File: src/rtl/pwm_pkg.sv
`default_nettype none
// +--------------------------------------------------------------------+
// | pwm_pkg : shared encodings and sizing helpers for pwm_multi          |
// | Rev 1.0                                                              |
// +--------------------------------------------------------------------+
package pwm_pkg;

  typedef enum logic {
    MODE_EDGE   = 1'b0,
    MODE_CENTER = 1'b1
  } pwm_mode_e;

  typedef enum logic {
    DIR_UP   = 1'b0,
    DIR_DOWN = 1'b1
  } cnt_dir_e;

  // A single channel still needs a 1-bit index port.
  function automatic int ch_idx_w(input int n);
    return (n > 1) ? $clog2(n) : 1;
  endfunction

  function automatic int cnt_max(input int r);
    return (1 << r) - 1;
  endfunction

  function automatic int duty_full(input int r);
    return 1 << r;
  endfunction

endpackage
`default_nettype wire

File: src/rtl/pwm_prescaler.sv
`default_nettype none
// +--------------------------------------------------------------------+
// | pwm_prescaler : free-running tick divider, tick every final_value+1  |
// | Rev 1.0                                                              |
// +--------------------------------------------------------------------+
module pwm_prescaler #(
  parameter int TIMER_BITS = 10
) (
  input  logic                  clk,
  input  logic                  reset,
  input  logic                  en,
  input  logic [TIMER_BITS-1:0] final_value,
  output logic                  tick
);

  logic [TIMER_BITS-1:0] r_tmr;
  logic                  w_hit;

  assign w_hit = (r_tmr == final_value);
  assign tick  = en & w_hit;

  // A lowered final_value below r_tmr lets the count run through all-ones.
  always_ff @(posedge clk or posedge reset) begin
    if (reset) begin
      r_tmr <= '0;
    end else if (!en || w_hit) begin
      r_tmr <= '0;
    end else begin
      r_tmr <= r_tmr + 1'b1;
    end
  end

endmodule
`default_nettype wire

File: src/rtl/pwm_multi.sv
`default_nettype none
// +--------------------------------------------------------------------+
// | pwm_multi : N-channel edge/center-aligned PWM with buffered duty     |
// | Rev 1.0                                                              |
// +--------------------------------------------------------------------+
module pwm_multi
  import pwm_pkg::*;
#(
  parameter  int CH         = 4,
  parameter  int R          = 8,
  parameter  int TIMER_BITS = 10,
  localparam int CHW        = ch_idx_w(CH)
) (
  input  logic                  clk,
  input  logic                  reset,
  input  logic                  en,
  input  logic [TIMER_BITS-1:0] final_value,
  input  logic                  center_mode,
  input  logic                  duty_wr,
  input  logic [CHW-1:0]        duty_ch,
  input  logic [R:0]            duty_in,
  input  logic [CH-1:0]         polarity,
  output logic [CH-1:0]         pwm_out,
  output logic                  period_start,
  output logic [CH-1:0]         duty_pending
);

  localparam logic [R-1:0] CNT_MAX   = R'(cnt_max(R));
  localparam logic [R:0]   DUTY_FULL = (R+1)'(duty_full(R));

  logic          w_run;
  logic          w_start;
  logic          w_tick;
  logic          w_boundary;
  logic [R-1:0]  r_cnt;
  logic [R-1:0]  w_cnt_nxt;
  cnt_dir_e      r_dir;
  cnt_dir_e      w_dir_nxt;
  pwm_mode_e     r_mode_act;
  logic          r_en_d;
  logic          r_period_start;
  logic [R:0]    w_duty_sat;
  logic [31:0]   w_ch_ext;
  logic [CH-1:0] w_wr_hit;

  // The first enabled cycle is a forced boundary; counting starts after it.
  assign w_start = en & ~r_en_d;
  assign w_run   = en & r_en_d;

  pwm_prescaler #(
    .TIMER_BITS (TIMER_BITS)
  ) u_prescaler (
    .clk         (clk),
    .reset       (reset),
    .en          (w_run),
    .final_value (final_value),
    .tick        (w_tick)
  );

  always_comb begin
    w_cnt_nxt = r_cnt + 1'b1;
    w_dir_nxt = DIR_UP;
    if (r_mode_act == MODE_CENTER) begin
      if ((r_dir == DIR_UP && r_cnt == CNT_MAX) || (r_dir == DIR_DOWN && r_cnt != '0)) begin
        w_cnt_nxt = r_cnt - 1'b1;
      end
      if (w_cnt_nxt == '0) begin
        w_dir_nxt = DIR_UP;
      end else if (r_dir == DIR_UP && r_cnt == CNT_MAX) begin
        w_dir_nxt = DIR_DOWN;
      end else begin
        w_dir_nxt = r_dir;
      end
    end
  end

  assign w_boundary = w_start | (w_tick & (w_cnt_nxt == '0));

  always_ff @(posedge clk or posedge reset) begin
    if (reset) begin
      r_cnt          <= '0;
      r_dir          <= DIR_UP;
      r_mode_act     <= MODE_EDGE;
      r_en_d         <= 1'b0;
      r_period_start <= 1'b0;
    end else begin
      r_en_d         <= en;
      r_period_start <= w_boundary;
      if (!w_run) begin
        r_cnt <= '0;
        r_dir <= DIR_UP;
      end else if (w_tick) begin
        r_cnt <= w_cnt_nxt;
        r_dir <= w_dir_nxt;
      end
      if (w_boundary) begin
        r_mode_act <= pwm_mode_e'(center_mode);
      end
    end
  end

  assign period_start = r_period_start;

  // Saturating on write keeps the stored duty inside 0..2^R.
  assign w_duty_sat = (duty_in > DUTY_FULL) ? DUTY_FULL : duty_in;
  assign w_ch_ext   = 32'(duty_ch);

  for (genvar i = 0; i < CH; i++) begin : g_ch
    logic [R:0] r_shadow;
    logic [R:0] r_duty_act;
    logic       r_pend;
    logic       r_out;
    logic       w_active;

    assign w_wr_hit[i] = duty_wr & (w_ch_ext == 32'(i));
    assign w_active    = ({1'b0, r_cnt} < r_duty_act);

    // A write landing on a boundary keeps its pending bit for the next one.
    always_ff @(posedge clk or posedge reset) begin
      if (reset) begin
        r_shadow   <= '0;
        r_duty_act <= '0;
        r_pend     <= 1'b0;
        r_out      <= 1'b0;
      end else begin
        if (w_boundary && r_pend) begin
          r_duty_act <= r_shadow;
        end
        if (w_wr_hit[i]) begin
          r_shadow <= w_duty_sat;
          r_pend   <= 1'b1;
        end else if (w_boundary) begin
          r_pend <= 1'b0;
        end
        r_out <= en ? (w_active ^ polarity[i]) : polarity[i];
      end
    end

    assign pwm_out[i]      = r_out;
    assign duty_pending[i] = r_pend;
  end

endmodule
`default_nettype wire

File: config.mk
export PLATFORM = sky130hd
export DESIGN_NAME = pwm_multi
export DESIGN_NICKNAME = d
export VERILOG_FILES = /design/src/rtl/pwm_pkg.sv /design/src/rtl/pwm_prescaler.sv /design/src/rtl/pwm_multi.sv
export SDC_FILE = /design/constraint.sdc
export NUM_CORES = 1
export LEC_CHECK = 0
export ABC_CLOCK_PERIOD_IN_PS = 5200
export BUFFER_PORTS_ARGS = -buffer_cell sky130_fd_sc_hd__buf_2
export CORE_MARGIN = 2
export CORE_UTILIZATION = 54
export CTS_CLUSTER_SIZE = 14
export DETAILED_ROUTE_END_ITERATION = 8
export HOLD_SLACK_MARGIN = 0.12
export PLACE_DENSITY_LB_ADDON = 0.08
export SLEW_MARGIN = 5
export SYNTH_ARGS = -nofsm -noshare
export SYNTH_HDL_FRONTEND = slang
export SYNTH_SLANG_ARGS = --single-unit
File: constraint.sdc
create_clock -name clk -period 5.2 [get_ports clk]
set_clock_uncertainty 0.05 [all_clocks]
set_input_delay 0 -clock clk [delete_from_list [all_inputs] [get_ports clk]]
set_output_delay 0 -clock clk [all_outputs]
set_load 0.1 [all_outputs]
==> flow_metrics.tcl <==
set metrics [dict create \
    status "finished clean" \
    io_buffer_count 38 \
    netlist_instances 740 \
    vias 5961 \
    layout_min_cycle_time_ps 3690 \
    ctsRootBufferMaster "clkbuf_16" \
    track_usage 0.288 \
    synthMuxAreaShare 0.0163 \
    worst_setup_path_start_kind "register" \
    max-clock-path-buffers 2 \
    synth_edf_count 0 \
    crit_start "r_cnt[0]$_DFFE_PP0P_" \
    fp-row-count 40 \
    htree_levels 3 \
    start_util 0.551 \
    drive_above_1_share 0.103 \
    die-height_um 115 \
    synth-compound-area-share 0.282 \
    intPower_w 0.00148 \
    tns_ps 0 \
    placed_cell_area_um2 6720 \
    powerDensity_nw_per_um2 300 \
    max-slew-margin-rel 0.275 \
    power_frac_comb 0.201 \
    clk_latency_ps 350 \
    clkSlewWorstSetupHoldPaths_ps 70 \
    die-area_um2 13100 \
    switching_power_w 0.000678 \
    ant_nets 0 \
    syn_avg_cell_area_um2 8.91 \
    synth_ff_type "dfrtp_1" \
    post_drt_wl_per_cell_um 20.1 \
    p_leak_nw 3.20 \
    place_inst 861 \
    dr.pass1.iters 5 \
    cts_buffers 9 \
    async_flop_share 1.00 \
    yosys_warnings 0 \
    antenna_found_initial 1 \
    critPathArrivalTime_ps 3890 \
    hold_viol_final 0 \
    rsz0062_at_grt "no" \
    core_um2 12000 \
    worst_slew_pin_slew_ps 1090 \
    synth_top_family_by_area "compound AO/OA/AOI/OAI gates" \
    instances_no_fill 895 \
    dp_hpwl_um 12100 \
    seq_power_share 0.457 \
    gp_congestion 0.901 \
    finalCritPeriodShare 0.710 \
    final_cell_area_um2 7200 \
    synth_simple_gate_area_frac 0.149 \
    p_clk_frac 0.342 \
    vdd_drop_max_uv 239 \
    viasPerCell 6.66 \
    cap_violations 0 \
    required_ps 5400 \
    crit_fanout 36 \
    fin_nets 804 \
    ys_seq_area_frac 0.387 \
    criticalPathCategory "register to register" \
    syn_nets 802 \
    die_w_um 115 \
    synth.distinct_cells 57 \
    ys_seq_elements 102 \
    synthAdderAreaFrac 0.0607 \
    cts_tree "yes" \
    grt_max_degree 110 \
    drt_iter0_markers 669 \
    hp-class "input port to async pin" \
    grt_pass1_wl_um 29700 \
    netlist_area_um2 6600 \
    grt_pass1_vias 5645 \
    io_pins 39 \
    swShare 0.314 \
    clkSinkCount 102 \
    maxSlewViolCount 0 \
    routed_wl_um 18000 \
    synthXorXnorAreaFrac 0.0319 \
    drc_errors 0 \
    setup_viol 0 \
    max_clock_freq_mhz 271 \
    syn_to_final_growth_pct 9.20 \
    cp-end-kind "register" \
    grt-ovfl-total 0 \
    timing.rr.start "r_cnt[0]$_DFFE_PP0P_" \
]
-- cell families (layout without fill, tap and decap cells) --
| family | Yosys count | in the layout |
|---|---|---|
| flops | 102 | 102 |
| simple gates | 204 | 204 |
| xor+xnor | 24 | 24 |
| compound gates | 257 | 257 |
| fa+ha+maj | 32 | 32 |
| other cells | 0 | 1 |
| mux | 10 | 10 |
| buf+inv | 111 | 118 |
-- layer usage --
layer	vias to the layer above	track usage	wire length, µm
li1	2800	-	-
met1	2891	0.419	8300
met2	238	0.434	8330
met3	32	0.0439	960
met4	0	0.111	431
met5	-	0	0
-- layout make-up --
type	count	area [µm²]
Fill cell	1024	4760
Multi-Input combinational cell	527	3570
Sequential cell	102	2550
Timing Repair Buffer	65	435
Clock buffer	11	233
Tap cell	147	184
Inverter	37	141
Clock inverter	5	81.3
Antenna cell	1	2.50
-- power by group through the flow --
stage          logic (W)  registers [W]  clock network, W
2_1_floorplan   0.000361       0.000951                 0
3_3_place_gp    0.000405       0.000992                 0
3_5_place_dp    0.000422       0.000999                 0
4_1_cts         0.000433       0.000983          0.000746
5_1_grt         0.000484       0.000999          0.000781
6_report        0.000434       0.000987          0.000737
-- worst paths after layout --
check / end / slack, ps / cells past startpoint
min: g_ch[3].r_shadow[8]$_DFFE_PP0P_ / 160 / 3
max: g_ch[1].r_duty_act[4]$_DFFE_PP0P_ / 1510 / 9
max reg2reg: g_ch[1].r_duty_act[4]$_DFFE_PP0P_ / 1510 / 9
max in group asynchronous: g_ch[1].r_duty_act[8]$_DFFE_PP0P_ / 3630 / 4
min in group clk: r_cnt[5]$_DFFE_PP0P_ / 210 / 5
min reg2reg: g_ch[1].r_shadow[0]$_DFFE_PP0P_ / 430 / 2
-- synthesized netlist by cell type (all sizes together) (2+ instances only) --
library cell	count	area, µm²
or3	6	37.5
a21o	10	75.1
nand2b	15	93.8
clkbuf	58	218
nor4b	2	17.5
nor2	33	124
o221ai	2	17.5
o22ai	29	181
nor3b	4	30.0
o2bb2ai	8	70.1
a211oi	3	22.5
inv	37	139
a21oi	11	55.1
nand3	16	80.1
xor2	13	114
o21a	5	37.5
nand3b	2	15.0
buf	16	123
nor4	5	31.3
and4	3	26.3
ha	32	400
mux2i	4	40.0
a2111o	5	56.3
o21ai	52	260
a211o	4	35.0
and2	3	18.8
and3	7	43.8
nand4	3	18.8
nor3	16	80.1
o311ai	73	657
xnor2	11	96.3
or3b	2	17.5
mux2	6	67.6
dfrtp	102	2550
nand2	83	314
a31oi	40	250
o211ai	7	52.6
-- state kept, by name, summed over array words and instances, names as in the netlist --
register           cells
g_ch.r_duty_act       36
g_ch.r_out             4
g_ch.r_pend            4
g_ch.r_shadow         36
period_start           1
r_cnt                  8
r_dir                  1
r_en_d                 1
r_mode_act             1
u_prescaler.r_tmr     10
-- layout by cell type (no fill, tap or decap), drive strengths merged, types with 4 or more instances in the layout --
cell type and instances:
a2111o 5, a211o 4, a21o 10, a21oi 11, a31oi 40, and3 7
buf 48, clkbuf 11, dfrtp 102, dlygate4sd3 17, ha 32, inv 38
mux2 6, mux2i 4, nand2 83, nand2b 15, nand3 16, nor2 33
nor3 16, nor3b 4, nor4 5, o211ai 7, o21a 5, o21ai 52
o22ai 29, o2bb2ai 8, o311ai 73, or3 6, xnor2 11, xor2 13
-- what timing repair did --
action | in CTS | in global routing
resized for setup | 0 | 0
hold endpoints to repair | 72 | 0
setup buffers | 0 | 0
hold buffers | 17 | 0
-- per-stage QoR --
| stage | total power (W) | worst slack (ps) | hold slack (ps) | utilization |
|---|---|---|---|---|
| 6_report | 0.00216 | 1510 | 165 | 0.602 |
| 5_1_grt | 0.00226 | 1260 | 204 | 0.602 |
| 4_1_cts | 0.00216 | 1550 | 150 | 0.602 |
| 3_5_place_dp | 0.00142 | 1570 | -22.8 | 0.562 |
| 3_3_place_gp | 0.00140 | 1750 | -29.3 | 0.562 |
| 2_1_floorplan | 0.00131 | 2280 | -18.6 | - |
-- critical path, cell delays in order (launching register included) --
cell and delay [ps]:
dfrtp_1 500, inv_1 170, ha_1 260, nor4b_1 170, a21oi_1 720, o21ai_1 290
a21o_1 370, or3_1 410, buf_4 270, o311ai_1 350
Note: power is estimated with default switching activity, not from simulation.
